===== src/rtl/icache_pkg.sv =====
// Shared geometry and refill FSM encoding for the instruction-cache refill path.
package icache_pkg;

  localparam int SET_BITS_WIDTH = 4;
  localparam int NUM_WAYS       = 4;
  localparam int WORD_WIDTH     = 20;
  localparam int NUM_LANES      = 4;
  localparam int WORDS_PER_LINE = 16;

  localparam int WAY_W         = $clog2(NUM_WAYS);
  localparam int LANE_W        = $clog2(NUM_LANES);
  localparam int BEAT_W        = $clog2(WORDS_PER_LINE);
  localparam int ROW_W         = BEAT_W - LANE_W;
  localparam int ROWS_PER_LINE = WORDS_PER_LINE / NUM_LANES;
  localparam int ROW_DATA_W    = WORD_WIDTH * NUM_LANES;

  typedef enum logic [1:0] {
    IDLE = 2'd0,
    REQ  = 2'd1,
    FILL = 2'd2,
    DONE = 2'd3
  } refill_state_e;

endpackage


===== src/rtl/refill_row_packer.sv =====
// Packs in-order memory beats into full array rows and holds each row write
// until the data array accepts it; back-pressures memory while a row is stuck.
module refill_row_packer
  import icache_pkg::*;
(
  input  logic                  clk,
  input  logic                  arst_n,
  input  logic                  i_en,
  input  logic                  i_beat_valid,
  input  logic [WORD_WIDTH-1:0] i_beat_data,
  output logic                  o_beat_ready,
  output logic                  o_beat_accept,
  output logic [BEAT_W-1:0]     o_beat_idx,
  input  logic                  i_array_ready,
  output logic                  o_w_valid,
  output logic [ROW_W-1:0]      o_w_row,
  output logic [ROW_DATA_W-1:0] o_w_data,
  output logic                  o_line_done
);

  logic [BEAT_W-1:0]     cnt_q, cnt_d;
  logic [ROW_DATA_W-1:0] pack_q, pack_d;
  logic [ROW_DATA_W-1:0] w_data_q, w_data_d;
  logic [ROW_W-1:0]      w_row_q, w_row_d;
  logic                  w_valid_q, w_valid_d;
  logic [LANE_W-1:0]     lane;
  logic                  accept;

  assign o_beat_ready  = i_en & ~(w_valid_q & ~i_array_ready);
  assign accept        = i_beat_valid & o_beat_ready;
  assign lane          = cnt_q[LANE_W-1:0];
  assign o_beat_accept = accept;
  assign o_beat_idx    = cnt_q;

  always_comb begin
    cnt_d     = cnt_q;
    pack_d    = pack_q;
    w_data_d  = w_data_q;
    w_row_d   = w_row_q;
    w_valid_d = w_valid_q;
    if (w_valid_q && i_array_ready) begin
      w_valid_d = 1'b0;
    end
    // A row loading in the same cycle the previous one drains keeps o_w_valid high.
    if (accept) begin
      cnt_d = cnt_q + 1'b1;
      pack_d[lane*WORD_WIDTH +: WORD_WIDTH] = i_beat_data;
      if (lane == LANE_W'(NUM_LANES - 1)) begin
        w_valid_d = 1'b1;
        w_row_d   = cnt_q[BEAT_W-1:LANE_W];
        w_data_d  = pack_d;
      end
    end
  end

  always_ff @(posedge clk) begin
    if (!arst_n) begin
      cnt_q     <= '0;
      pack_q    <= '0;
      w_data_q  <= '0;
      w_row_q   <= '0;
      w_valid_q <= 1'b0;
    end else begin
      cnt_q     <= cnt_d;
      pack_q    <= pack_d;
      w_data_q  <= w_data_d;
      w_row_q   <= w_row_d;
      w_valid_q <= w_valid_d;
    end
  end

  assign o_w_valid   = w_valid_q;
  assign o_w_row     = w_row_q;
  assign o_w_data    = w_data_q;
  assign o_line_done = w_valid_q & i_array_ready & (w_row_q == ROW_W'(ROWS_PER_LINE - 1));

endmodule


===== src/rtl/icache_refill_ctrl.sv =====
// I-cache refill sequencer: miss -> memory line request -> packed row writes -> done pulse.
// Build macro ICACHE_REFILL_BYPASS_EN adds a requested-word bypass output.
module icache_refill_ctrl
  import icache_pkg::*;
#(
  parameter int TAG_WIDTH = 8
) (
  input  logic                                clk,
  input  logic                                arst_n,
  input  logic                                i_miss_valid,
  input  logic [TAG_WIDTH-1:0]                i_miss_tag,
  input  logic [SET_BITS_WIDTH-1:0]           i_miss_set,
  input  logic [WAY_W-1:0]                    i_miss_way,
  input  logic [BEAT_W-1:0]                   i_miss_offset,
  output logic                                o_miss_ready,
  output logic                                o_mem_req_valid,
  output logic [TAG_WIDTH+SET_BITS_WIDTH-1:0] o_mem_req_addr,
  input  logic                                i_mem_req_ready,
  input  logic                                i_mem_resp_valid,
  input  logic [WORD_WIDTH-1:0]               i_mem_resp_data,
  output logic                                o_mem_resp_ready,
  output logic                                o_w_valid,
  output logic [SET_BITS_WIDTH-1:0]           o_w_set_bits,
  output logic [WAY_W-1:0]                    o_w_way_index,
  output logic [ROW_W-1:0]                    o_w_block_offset_bits,
  output logic [ROW_DATA_W-1:0]               o_w_data,
  input  logic                                i_array_ready,
  output logic                                o_busy,
  output logic [SET_BITS_WIDTH-1:0]           o_busy_set,
  output logic [WAY_W-1:0]                    o_busy_way,
  output logic                                o_fill_done,
  output logic [SET_BITS_WIDTH-1:0]           o_fill_set,
`ifdef ICACHE_REFILL_BYPASS_EN
  output logic                                o_bypass_valid,
  output logic [WORD_WIDTH-1:0]               o_bypass_data,
`endif
  output logic [WAY_W-1:0]                    o_fill_way
);

  refill_state_e               state_q, state_d;
  logic [TAG_WIDTH-1:0]        tag_q, tag_d;
  logic [SET_BITS_WIDTH-1:0]   set_q, set_d;
  logic [WAY_W-1:0]            way_q, way_d;
  logic [BEAT_W-1:0]           off_q, off_d;
  logic                        miss_ready_q, miss_ready_d;
  logic                        req_valid_q, req_valid_d;
  logic                        busy_q, busy_d;
  logic                        fill_done_q, fill_done_d;

  logic                        line_done;
  logic                        beat_accept;
  logic [BEAT_W-1:0]           beat_idx;

  always_comb begin
    state_d = state_q;
    tag_d   = tag_q;
    set_d   = set_q;
    way_d   = way_q;
    off_d   = off_q;
    case (state_q)
      IDLE: begin
        if (i_miss_valid) begin
          tag_d   = i_miss_tag;
          set_d   = i_miss_set;
          way_d   = i_miss_way;
          off_d   = i_miss_offset;
          state_d = REQ;
        end
      end
      REQ:     if (i_mem_req_ready) state_d = FILL;
      FILL:    if (line_done) state_d = DONE;
      DONE:    state_d = IDLE;
      default: state_d = IDLE;
    endcase
    // Outputs are registered from the next state so they line up with state_q.
    miss_ready_d = (state_d == IDLE);
    req_valid_d  = (state_d == REQ);
    busy_d       = (state_d != IDLE);
    fill_done_d  = (state_d == DONE);
  end

  always_ff @(posedge clk) begin
    if (!arst_n) begin
      state_q      <= IDLE;
      tag_q        <= '0;
      set_q        <= '0;
      way_q        <= '0;
      off_q        <= '0;
      miss_ready_q <= 1'b1;
      req_valid_q  <= 1'b0;
      busy_q       <= 1'b0;
      fill_done_q  <= 1'b0;
    end else begin
      state_q      <= state_d;
      tag_q        <= tag_d;
      set_q        <= set_d;
      way_q        <= way_d;
      off_q        <= off_d;
      miss_ready_q <= miss_ready_d;
      req_valid_q  <= req_valid_d;
      busy_q       <= busy_d;
      fill_done_q  <= fill_done_d;
    end
  end

  refill_row_packer u_packer (
    .clk          (clk),
    .arst_n       (arst_n),
    .i_en         (state_q == FILL),
    .i_beat_valid (i_mem_resp_valid),
    .i_beat_data  (i_mem_resp_data),
    .o_beat_ready (o_mem_resp_ready),
    .o_beat_accept(beat_accept),
    .o_beat_idx   (beat_idx),
    .i_array_ready(i_array_ready),
    .o_w_valid    (o_w_valid),
    .o_w_row      (o_w_block_offset_bits),
    .o_w_data     (o_w_data),
    .o_line_done  (line_done)
  );

`ifdef ICACHE_REFILL_BYPASS_EN
  logic                  byp_valid_q, byp_valid_d;
  logic [WORD_WIDTH-1:0] byp_data_q, byp_data_d;

  always_comb begin
    byp_valid_d = beat_accept && (beat_idx == off_q);
    byp_data_d  = byp_valid_d ? i_mem_resp_data : byp_data_q;
  end

  always_ff @(posedge clk) begin
    if (!arst_n) begin
      byp_valid_q <= 1'b0;
      byp_data_q  <= '0;
    end else begin
      byp_valid_q <= byp_valid_d;
      byp_data_q  <= byp_data_d;
    end
  end

  assign o_bypass_valid = byp_valid_q;
  assign o_bypass_data  = byp_data_q;
`else
  logic unused_bypass;
  assign unused_bypass = ^{off_q, beat_accept, beat_idx};
`endif

  assign o_miss_ready    = miss_ready_q;
  assign o_mem_req_valid = req_valid_q;
  assign o_mem_req_addr  = {tag_q, set_q};
  assign o_w_set_bits    = set_q;
  assign o_w_way_index   = way_q;
  assign o_busy          = busy_q;
  assign o_busy_set      = set_q;
  assign o_busy_way      = way_q;
  assign o_fill_done     = fill_done_q;
  assign o_fill_set      = set_q;
  assign o_fill_way      = way_q;

endmodule


===== config.mk =====
export PLATFORM = sky130hd
export DESIGN_NAME = icache_refill_ctrl
export DESIGN_NICKNAME = d
export VERILOG_FILES = /design/src/rtl/icache_pkg.sv /design/src/rtl/refill_row_packer.sv /design/src/rtl/icache_refill_ctrl.sv
export SDC_FILE = /design/constraint.sdc
export NUM_CORES = 1
export LEC_CHECK = 0
export ABC_AREA = 0
export BUFFER_PORTS_ARGS = -buffer_cell sky130_fd_sc_hd__buf_2
export CORE_AREA = 2 2 129 131
export CTS_BUF_LIST = sky130_fd_sc_hd__clkbuf_8
export DETAILED_ROUTE_END_ITERATION = 10
export DIE_AREA = 0 0 131 133
export GPL_TIMING_DRIVEN = 0
export PLACE_DENSITY = 0.83
export SYNTH_ARGS = -nofsm -noshare
export SYNTH_HDL_FRONTEND = slang
export SYNTH_SLANG_ARGS = --single-unit

===== constraint.sdc =====
create_clock -name clk -period 2.8 [get_ports clk]
set_clock_uncertainty 0.05 [all_clocks]
set_input_delay 0.28 -clock clk [delete_from_list [all_inputs] [get_ports clk]]
set_output_delay 0.28 -clock clk [all_outputs]
set_load 0.1 [all_outputs]

# == After elaboration in Yosys (flattened, before gate mapping) ==
# Cells that the tools add are included.
# classes
bitwise_logic,7
n_reduce_logical,6
mul,1
shift,2
eq_ne,7
add_sub_neg,2
mux,8
# ops
op,n
bitwise mux 80 bit,1
"variable shift 20 x 34 -> 80 bit, first input constant",1
indexed part select 20 x 34 -> 80 bit,1
negation 7 -> 34 bit,1
"equality test 2 bit, second input constant",5
one-hot mux 2 bit (4 select lines),1
2-to-1 mux 2 bit,3
bitwise AND 1 bit,5
"multiplier 2 x 3 -> 5 bit, second input constant",1
"adder 4 x 1 -> 4 bit, second input constant",1
"equality test 2 x 1 -> 1 bit, second input constant",2
zero test 2 bit,2
AND reduction 2 bit,2
2-to-1 mux 1 bit,3
NOT 1 bit,2
nonzero test 2 bit,1
logical AND 1 bit,1
# totals
wordCells,46
out_inout_bits,118
in_bits,44
regBits,187

# == Logic depth before layout (Yosys ltp) ==
# Gate-level depths: netlist of run 1.
# depth
depth_word,6
depth_mapped,10
mapped_depth_nobuf,6

# == Cells and area by module ==
# Synthesis of run 1 repeated with hierarchy kept, for this count alone.
# unflattened
hier_cells,997
area_unflattened_um2,8828.5
# by_module_without_submodules
mod,instances,seq_area_each_um2,cells_each,area_per_inst_um2
refill_row_packer,1,3343.2,899,7951.4
icache_refill_ctrl,1,400.4,98,877.1

# == Worst setup path after synthesis of run 1 ==
# No wires, ideal clock.
# synth_timing
kind,flip-flop to output port
from,"register u_packer.w_valid_q, in the netlist u_packer.o_w_valid"
to,output port o_mem_resp_ready
setup_slack_ns,0.219
path_stages_with_launch,3
path_buffers,0
arrival_ns,2.251
cell_sequence,dfxtp_1 nor2b_1 nor2_1
# synth_via
elab_chain_len,3
# synth_rtl
element,line_no,source
start: declaration,refill_row_packer.sv:25,"logic w_valid_q, w_valid_d;"
start signal: assignment,refill_row_packer.sv:68,w_valid_q <= w_valid_d;
bitwise AND 1 bit,refill_row_packer.sv:29,assign o_beat_ready = i_en & ~(w_valid_q & ~i_array_ready);
NOT 1 bit,refill_row_packer.sv:29,
bitwise AND 1 bit,refill_row_packer.sv:29,
end: declaration,icache_refill_ctrl.sv:21,"output logic o_mem_resp_ready,"
# Every way passes these cells.

# == Worst setup path in the final report of run 1 ==
# layout_timing
from,"register u_packer.cnt_q[0], in the netlist u_packer.o_beat_idx[0]"
to,"register u_packer.w_data_q[69], in the netlist u_packer.o_w_data[69]"
# layout_via
elab_chain_len,4
# layout_rtl
element,line_no,source
start: declaration,refill_row_packer.sv:21,"logic [BEAT_W-1:0] cnt_q, cnt_d;"
start signal: assignment,refill_row_packer.sv:64,cnt_q <= cnt_d;
multiplier 2 x 3 -> 5 bit,refill_row_packer.sv:47,pack_d[lane*WORD_WIDTH +: WORD_WIDTH] = i_beat_data;
negation 7 -> 34 bit,refill_row_packer.sv:47,
indexed part select 20 x 34 -> 80 bit / variable shift 20 x 34 -> 80 bit (equally long branches),refill_row_packer.sv:47,
bitwise mux 80 bit,refill_row_packer.sv:47,
end signal: assignment,refill_row_packer.sv:66,w_data_q <= w_data_d;
end: declaration,refill_row_packer.sv:23,"logic [ROW_DATA_W-1:0] w_data_q, w_data_d;"
# Several ways; a longest one is shown, not always the timed one.
# A chain may end at the register's enable or synchronous reset.

==> results of run 1 <==
synth_stat cells, types with 17 or more instances:
library cell	n	share of area [%]
a21oi_1	76	4.3
a221oi_1	28	2.8
clkbuf_1	40	1.7
o21ai_0	113	6.4
mux2i_1	27	3.1
nor2_1	69	2.9
a21boi_0	17	1.5
nand2_1	49	2.1
a32oi_1	28	2.8
nand3_1	37	2.1
buf_4	25	2.1
dfxtp_1	187	43
buf_2	23	1.3
state kept, by name, indices dropped and copies added, names as in the netlist, 2 cells and up:
| name | flops |
|---|---|
| u_packer.o_beat_idx | 4 |
| state_q | 2 |
| tag_q | 8 |
| u_packer.o_w_data | 80 |
| o_busy_set | 4 |
| u_packer.o_w_row | 2 |
| o_busy_way | 2 |
| u_packer.pack_q | 80 |
cell type report:
cell class                 count  area, um^2
buffer                       105       628.1
clock buffer                  17       234.0
clock inverter                15       175.2
fill                        1369        5687
inverter                      15       58.81
multi-input combinational    655        4446
sequential                   187        3745
tap                          220       275.3
timing repair buffer         170       923.4
repair_timing:
action                                  in CTS  in global routing
gates resized for setup                      6                 13
hold endpoints to repair                    14                  0
endpoints found under the setup margin      21                 25
setup buffers                                1                  0
hold buffers                                14                  0
pin swaps                                    3                  5
metrics by stage:
stage | worst slack (ns) | hold slack (ns) | setup TNS, ns | cells
floorplan | 0.2194 | 0.3749 | 0 | 962
detailed placement | -0.1394 | 0.3965 | -1.104 | 1337
global route | 0.04589 | 0.07533 | 0 | 1384
CTS | 0.007353 | 0.07717 | 0 | 1384
global placement | -0.1230 | 0.3914 | -0.8109 | 1337
finish | 0.1108 | 0.06971 | 0 | 1384
path summary, 6_finish.rpt:
check	endpoint	slack, ns
min	o_mem_req_valid	0.07
max	u_packer.o_w_data[69]	0.11
max reg2reg	u_packer.o_w_data[69]	0.11
min reg2reg	u_packer.pack_q[38]	0.41
placed cells by master (no fill, tap or decap), drive strengths merged, types with 4 or more instances in the layout:
master and count:
o2bb2ai 8, a21oi 76, nor2 70, dlygate4sd3 14
clkinv 4, nand4b 9, a222oi 14, dfxtp 187
nand2b 10, mux4 4, a221oi 39, o22ai 6
mux2 6, a32o 8, a31oi 4, clkbuf 59
a22oi 7, ha 6, nor3b 7, buf 219
inv 20, nor3 13, o211ai 15, mux2i 27
and2 8, nand2 49, o21ai 123, a21boi 17
a32oi 28, nand4 6, nor2b 16, nand3 40
cell families (layout without fill, tap and decap cells):
family | Yosys count | count (layout) | synth area share (%)
AOI/OAI and AO/OA | 356 | 356 | 27.25
DFF | 187 | 187 | 42.57
muxes | 37 | 37 | 4.909
xor gates and xnor gates | 3 | 3 | 0.2989
buffers and inverters | 120 | 322 | 7.740
and+or+nand+nor | 253 | 253 | 16.38
adders and majority gates | 6 | 6 | 0.8537
power breakdown:
group | leakage, nW | switching, mW | total, mW | internal (mW)
Sequential | 1.51 | 0.0209 | 2.71 | 2.69
Clock | 0.208 | 1.01 | 1.89 | 0.883
Combinational | 2.50 | 0.597 | 0.800 | 0.204
Total | 4.22 | 1.63 | 5.41 | 3.78
worst max-delay path, stage by stage (launching register included):
cell and delay, ns:
dfxtp_2 0.42, buf_6 0.19, inv_4 0.12, ha_1 0.24, buf_2 0.19, nand2b_1 0.34
nor4_2 0.61, a222oi_1 0.14, buf_4 0.19, a21oi_1 0.14
metal layers:
layer | share of wire, % | track usage (%)
met1 | 41 | 45.38
met2 | 45 | 52.79
met3 | 9.8 | 8.856
met4 | 4.4 | 15.54
met5 | 0 | 0
==> results.cfg, run 1 <==
[global_route]
grtUsageTotal_pct = 34.40
grt_pass1_wl_mm = 45.24
antenna_found_initial = 0
grt_overflow = 0
grt_max_degree = 17
grt_pass1_vias = 7937

[clocking]
worstSkewPairLatency_ns = 0.50
path_clk_slew_ns = 0.10
cts_buffers = 17
cts_tree = done
htreeDepth = 4
clock_path_buffers = 2
numClockSinks = 187
root_buffer = clkbuf_8

[power]
peakVddDrop_uv = 305.3
power_leakage_nw = 4.219
powerDensity_nw_per_um2 = 515.5
p_total_mw = 5.405

[route]
wirelength_mm = 30.00
drc = 0
ant_nets = 0
wire_per_inst_um = 21.68
drtIter0Drc = 1095
drt-pass1-iter-count = 6
vias_per_cell = 6.340
vias = 8775

[die]
die_w_um = 131
ios = 162
row_count = 47
start_util_pct = 54.38
core_um2 = 16170
fp.dieH_um = 133
die_area_um2 = 17420

[placed_design]
gp_congestion = 0.9939
placed_area_um2 = 9844
port_buffers = 155
hpwlAfterDp_mm = 22.00

[sta]
max_freq_mhz = 371.9
min_period_ns = 2.689
slew_headroom_pct = 43.58
worst_slew_pin_slew_ns = 0.8463
setup_viol = 0
finalCritPeriodShare_pct = 96.04
maxSlewViolCount = 0
grt_setup_unrepaired = no
hold_viol = 0

[yosys]
synthArstFlopShare_pct = 0
synth_cell_types = 70
synth_ff_type = dfxtp_1
synth-seq-cells = 187
postSynthCellCount = 962
synth-edff-count = 0
netlist_area_um2 = 8793
synthesis.nets = 1012
avgSynthCellArea_um2 = 9.141
seq_area_frac_synth_pct = 42.57
yosys_warnings = 0

[setup_path]
crit_arrival_ns = 3.08
cp_data_required_time_ns = 3.19
path_max_fanout = 11
r2r-start = u_packer.o_beat_idx[0]
end_kind = flop
reg2reg_depth = 9
worstSetupPathType = flop to flop
critPathLaunchType = flop
crit_start = u_packer.o_beat_idx[0]

[finish]
fin_util_pct = 64.84
fin_area_um2 = 10490
drive_above_1_share_pct = 26.29
synthToLayoutAreaGrowth_pct = 19.24
fin_nets = 1201
antennaDiodeCount = 0

[hold_path]
min_path_cells = 4
hp-class = input port to flop
min_from = i_mem_req_ready

[job]
cap_violations = 0

[outcome]
status = completed
No activity file was read; power rests on OpenSTA's default activity.
==> run 2, diff against run 1 <==
--- a/config.mk
+++ b/config.mk
@@ -7,12 +7,12 @@
 export LEC_CHECK = 0
 export ABC_AREA = 0
 export BUFFER_PORTS_ARGS = -buffer_cell sky130_fd_sc_hd__buf_2
-export CORE_AREA = 2 2 129 131
+export CORE_AREA = 2 2 136 138
 export CTS_BUF_LIST = sky130_fd_sc_hd__clkbuf_8
 export DETAILED_ROUTE_END_ITERATION = 10
-export DIE_AREA = 0 0 131 133
+export DIE_AREA = 0 0 138 140
 export GPL_TIMING_DRIVEN = 0
-export PLACE_DENSITY = 0.83
+export PLACE_DENSITY = 0.76
 export SYNTH_ARGS = -nofsm -noshare
 export SYNTH_HDL_FRONTEND = slang
 export SYNTH_SLANG_ARGS = --single-unit
==> run 2 against run 1 <==
Compared with the run above: the run now ends with negative setup slack left; total power is 1.9% lower; clock power is 5% lower; sequential cell count unchanged; maximum frequency decreased by 4.7%; sequential share of layout area is essentially flat; register-to-register slack worse by 0.13 ns; die area increased by 11%; via count decreased by 0.83%; routed wire length down 0.11%; non-clock buffer count decreased by 1; critical path type unchanged; critical endpoint is now u_packer.o_w_data[55]; largest cell class unchanged; highest routed layer unchanged.
==> results.cfg, run 2 (synthesis results as in run 1) <==
[setup_path]
slowest_stage = a222oi_1
r2r_setup_slack_ns = -0.02
end_kind = flop
reg2reg_to = u_packer.o_w_data[55]
cpPeakStageDelay_ns = 0.77
crit_family = compound AO/OA/AOI/OAI gates
crit_path_frequent_cell = buf_6
crit_arrival_ns = 3.15
worstSetupPathType = flop to flop
r2r-start = u_packer.o_beat_idx[0]
cp_data_required_time_ns = 3.13
reg2reg_depth = 9
critPathLaunchType = flop
path_max_fanout = 11
path_cells = buf_4, inv_4, ha_1, buf_6, buf_6, and3b_1, a222oi_1, nand2b_1, a21oi_1
critPathBufInv = 4
cp.depth = 9

[power]
peakVddDrop_uv = 420.3
p_total_mw = 5.303
p_int_mw = 3.638
power_leakage_nw = 4.191
pwr-share-clk_pct = 33.8
sw_frac_of_total_pct = 31.39
switchingPower_mw = 1.664
combPwrFrac_pct = 15.1
power.share.sequential_pct = 51.1
powerDensity_nw_per_um2 = 506.3

[route]
vias = 8702
drt-pass1-iter-count = 7
ant_nets = 0
drtIter0Drc = 1166
vias_per_cell = 6.251
wirelength_mm = 29.97
wire_per_inst_um = 21.53
drc = 0

[job]
cap_violations = 0

[finish]
fin_util_pct = 58.91
layout_common_cells = dfxtp_1 (186), buf_2 (178), o21ai_0 (113)
layoutNonFillerInstCount = 1392
drive_above_1_share_pct = 26.40
synthToLayoutAreaGrowth_pct = 19.11
antennaDiodeCount = 0
fin_nets = 1200
mostFrequentLayoutCell = dfxtp_1

[placed_design]
pre_cts_slack_ns = -0.1882
hpwlAfterDp_mm = 22.20
port_buffers = 155
place_inst = 1346
gp_congestion = 1.028

[die]
start_util_pct = 49.46
core_um2 = 17780
die_area_um2 = 19320
ios = 162
row_count = 49
die_w_um = 138
fp.dieH_um = 140

[hold_path]
whs_endpoint = o_mem_req_valid
min_from = i_mem_req_ready
hp-class = input port to flop
min_path_cells = 4

[clocking]
cts_buffers = 17
path_clk_slew_ns = 0.10
cts_tree = done
clock_path_buffers = 2
worstSkewPairLatency_ns = 0.49
htreeDepth = 4
root_buffer = clkbuf_8
numClockSinks = 187

[sta]
min_period_ns = 2.821
maxSlewViolCount = 0
grt_setup_unrepaired = yes
slew_headroom_pct = 38.00
finalCritPeriodShare_pct = 100.7
worst_slew_pin_slew_ns = 0.9301
hold_viol = 0
max_freq_mhz = 354.5
fin_ws_ns = -0.02080
setup_viol = 1

[global_route]
grt_max_degree = 18
antenna_found_initial = 0
grt_pass1_wl_mm = 45.52
grtUsageTotal_pct = 30.08
grt_pass1_vias = 7837
grt_overflow = 0

[outcome]
status = finished, violations left
violations = negative setup slack
[run 2: cell count changes in the layout (fill, tap and decap cells not counted), sizes merged]
cell    delta
clkbuf     +1
clkinv     +1
buf        -1
bufinv     -2
[run 2: final cells by class]
class                           count  area (um^2)
Fill cell                        1562         7306
Multi-Input combinational cell    655         4461
Sequential cell                   187         3745
Timing Repair Buffer              169        915.9
Buffer                            105        624.3
Tap cell                          229        286.5
Clock buffer                       18        247.7
Clock inverter                     14        135.1
Inverter                           15        58.81
[run 2: per-stage QoR]
| stage | hold WS [ns] | setup TNS, ns | area [um^2] |
|---|---|---|---|
| 2_1_floorplan | 0.3749 | 0 | 8793 |
| 4_1_cts | 0.05994 | -0.04017 | 10420 |
| 3_3_place_gp | 0.3908 | -1.075 | 9856 |
| 3_5_place_dp | 0.3962 | -1.388 | 9856 |
| 6_report | 0.07181 | -0.02080 | 10470 |
| 5_1_grt | 0.09084 | -0.04735 | 10470 |
[run 2: what timing repair did]
item                                   4_1_cts  5_1_grt
cloned                                       0        0
hold buffers                                14        0
setup endpoints to repair                   23       51
pin swaps                                    0        4
gates resized for setup                     10        9
setup buffers                                0        0
endpoints found under the hold margin       14        0
[run 2: worst reg2reg max path, stage by stage (launching register included)]
cell	delay, ns
dfxtp_2	0.41
buf_4	0.24
inv_4	0.14
ha_1	0.33
buf_6	0.14
buf_6	0.17
and3b_1	0.19
a222oi_1	0.77
nand2b_1	0.21
a21oi_1	0.06
[run 2: routing by layer]
layer  wire, um  track usage, %  vias to the layer above  part of all wire, %
li1           -               -                     3961                    -
met1      12810           41.35                     4130                   43
met2      13330           46.98                      544                   44
met3       2795           5.744                       67                  9.3
met4       1026           11.87                        0                  3.4
met5          0               0                        -                    0
[run 2: worst max path at each step]
stage                     slack, ns               endpoint                    from
after CTS                     -0.01  u_packer.o_w_data[55]  u_packer.o_beat_idx[0]
final                         -0.02  u_packer.o_w_data[55]  u_packer.o_beat_idx[0]
after floorplan                0.22       o_mem_resp_ready      u_packer.o_w_valid
after global routing          -0.02  u_packer.o_w_data[70]  u_packer.o_beat_idx[0]
after global placement        -0.14    u_packer.pack_q[29]  u_packer.o_beat_idx[0]
after detailed placement      -0.19    u_packer.pack_q[61]  u_packer.o_beat_idx[0]
[run 2: power by group through the flow]
| stage | combinational (mW) | sequential, mW | clock [mW] |
|---|---|---|---|
| CTS | 0.773 | 2.71 | 1.80 |
| floorplan | 0.411 | 2.90 | 0 |
| detailed placement | 0.747 | 2.77 | 0 |
| global route | 0.827 | 2.71 | 1.91 |
| finish | 0.799 | 2.71 | 1.79 |
| global placement | 0.743 | 2.77 | 0 |
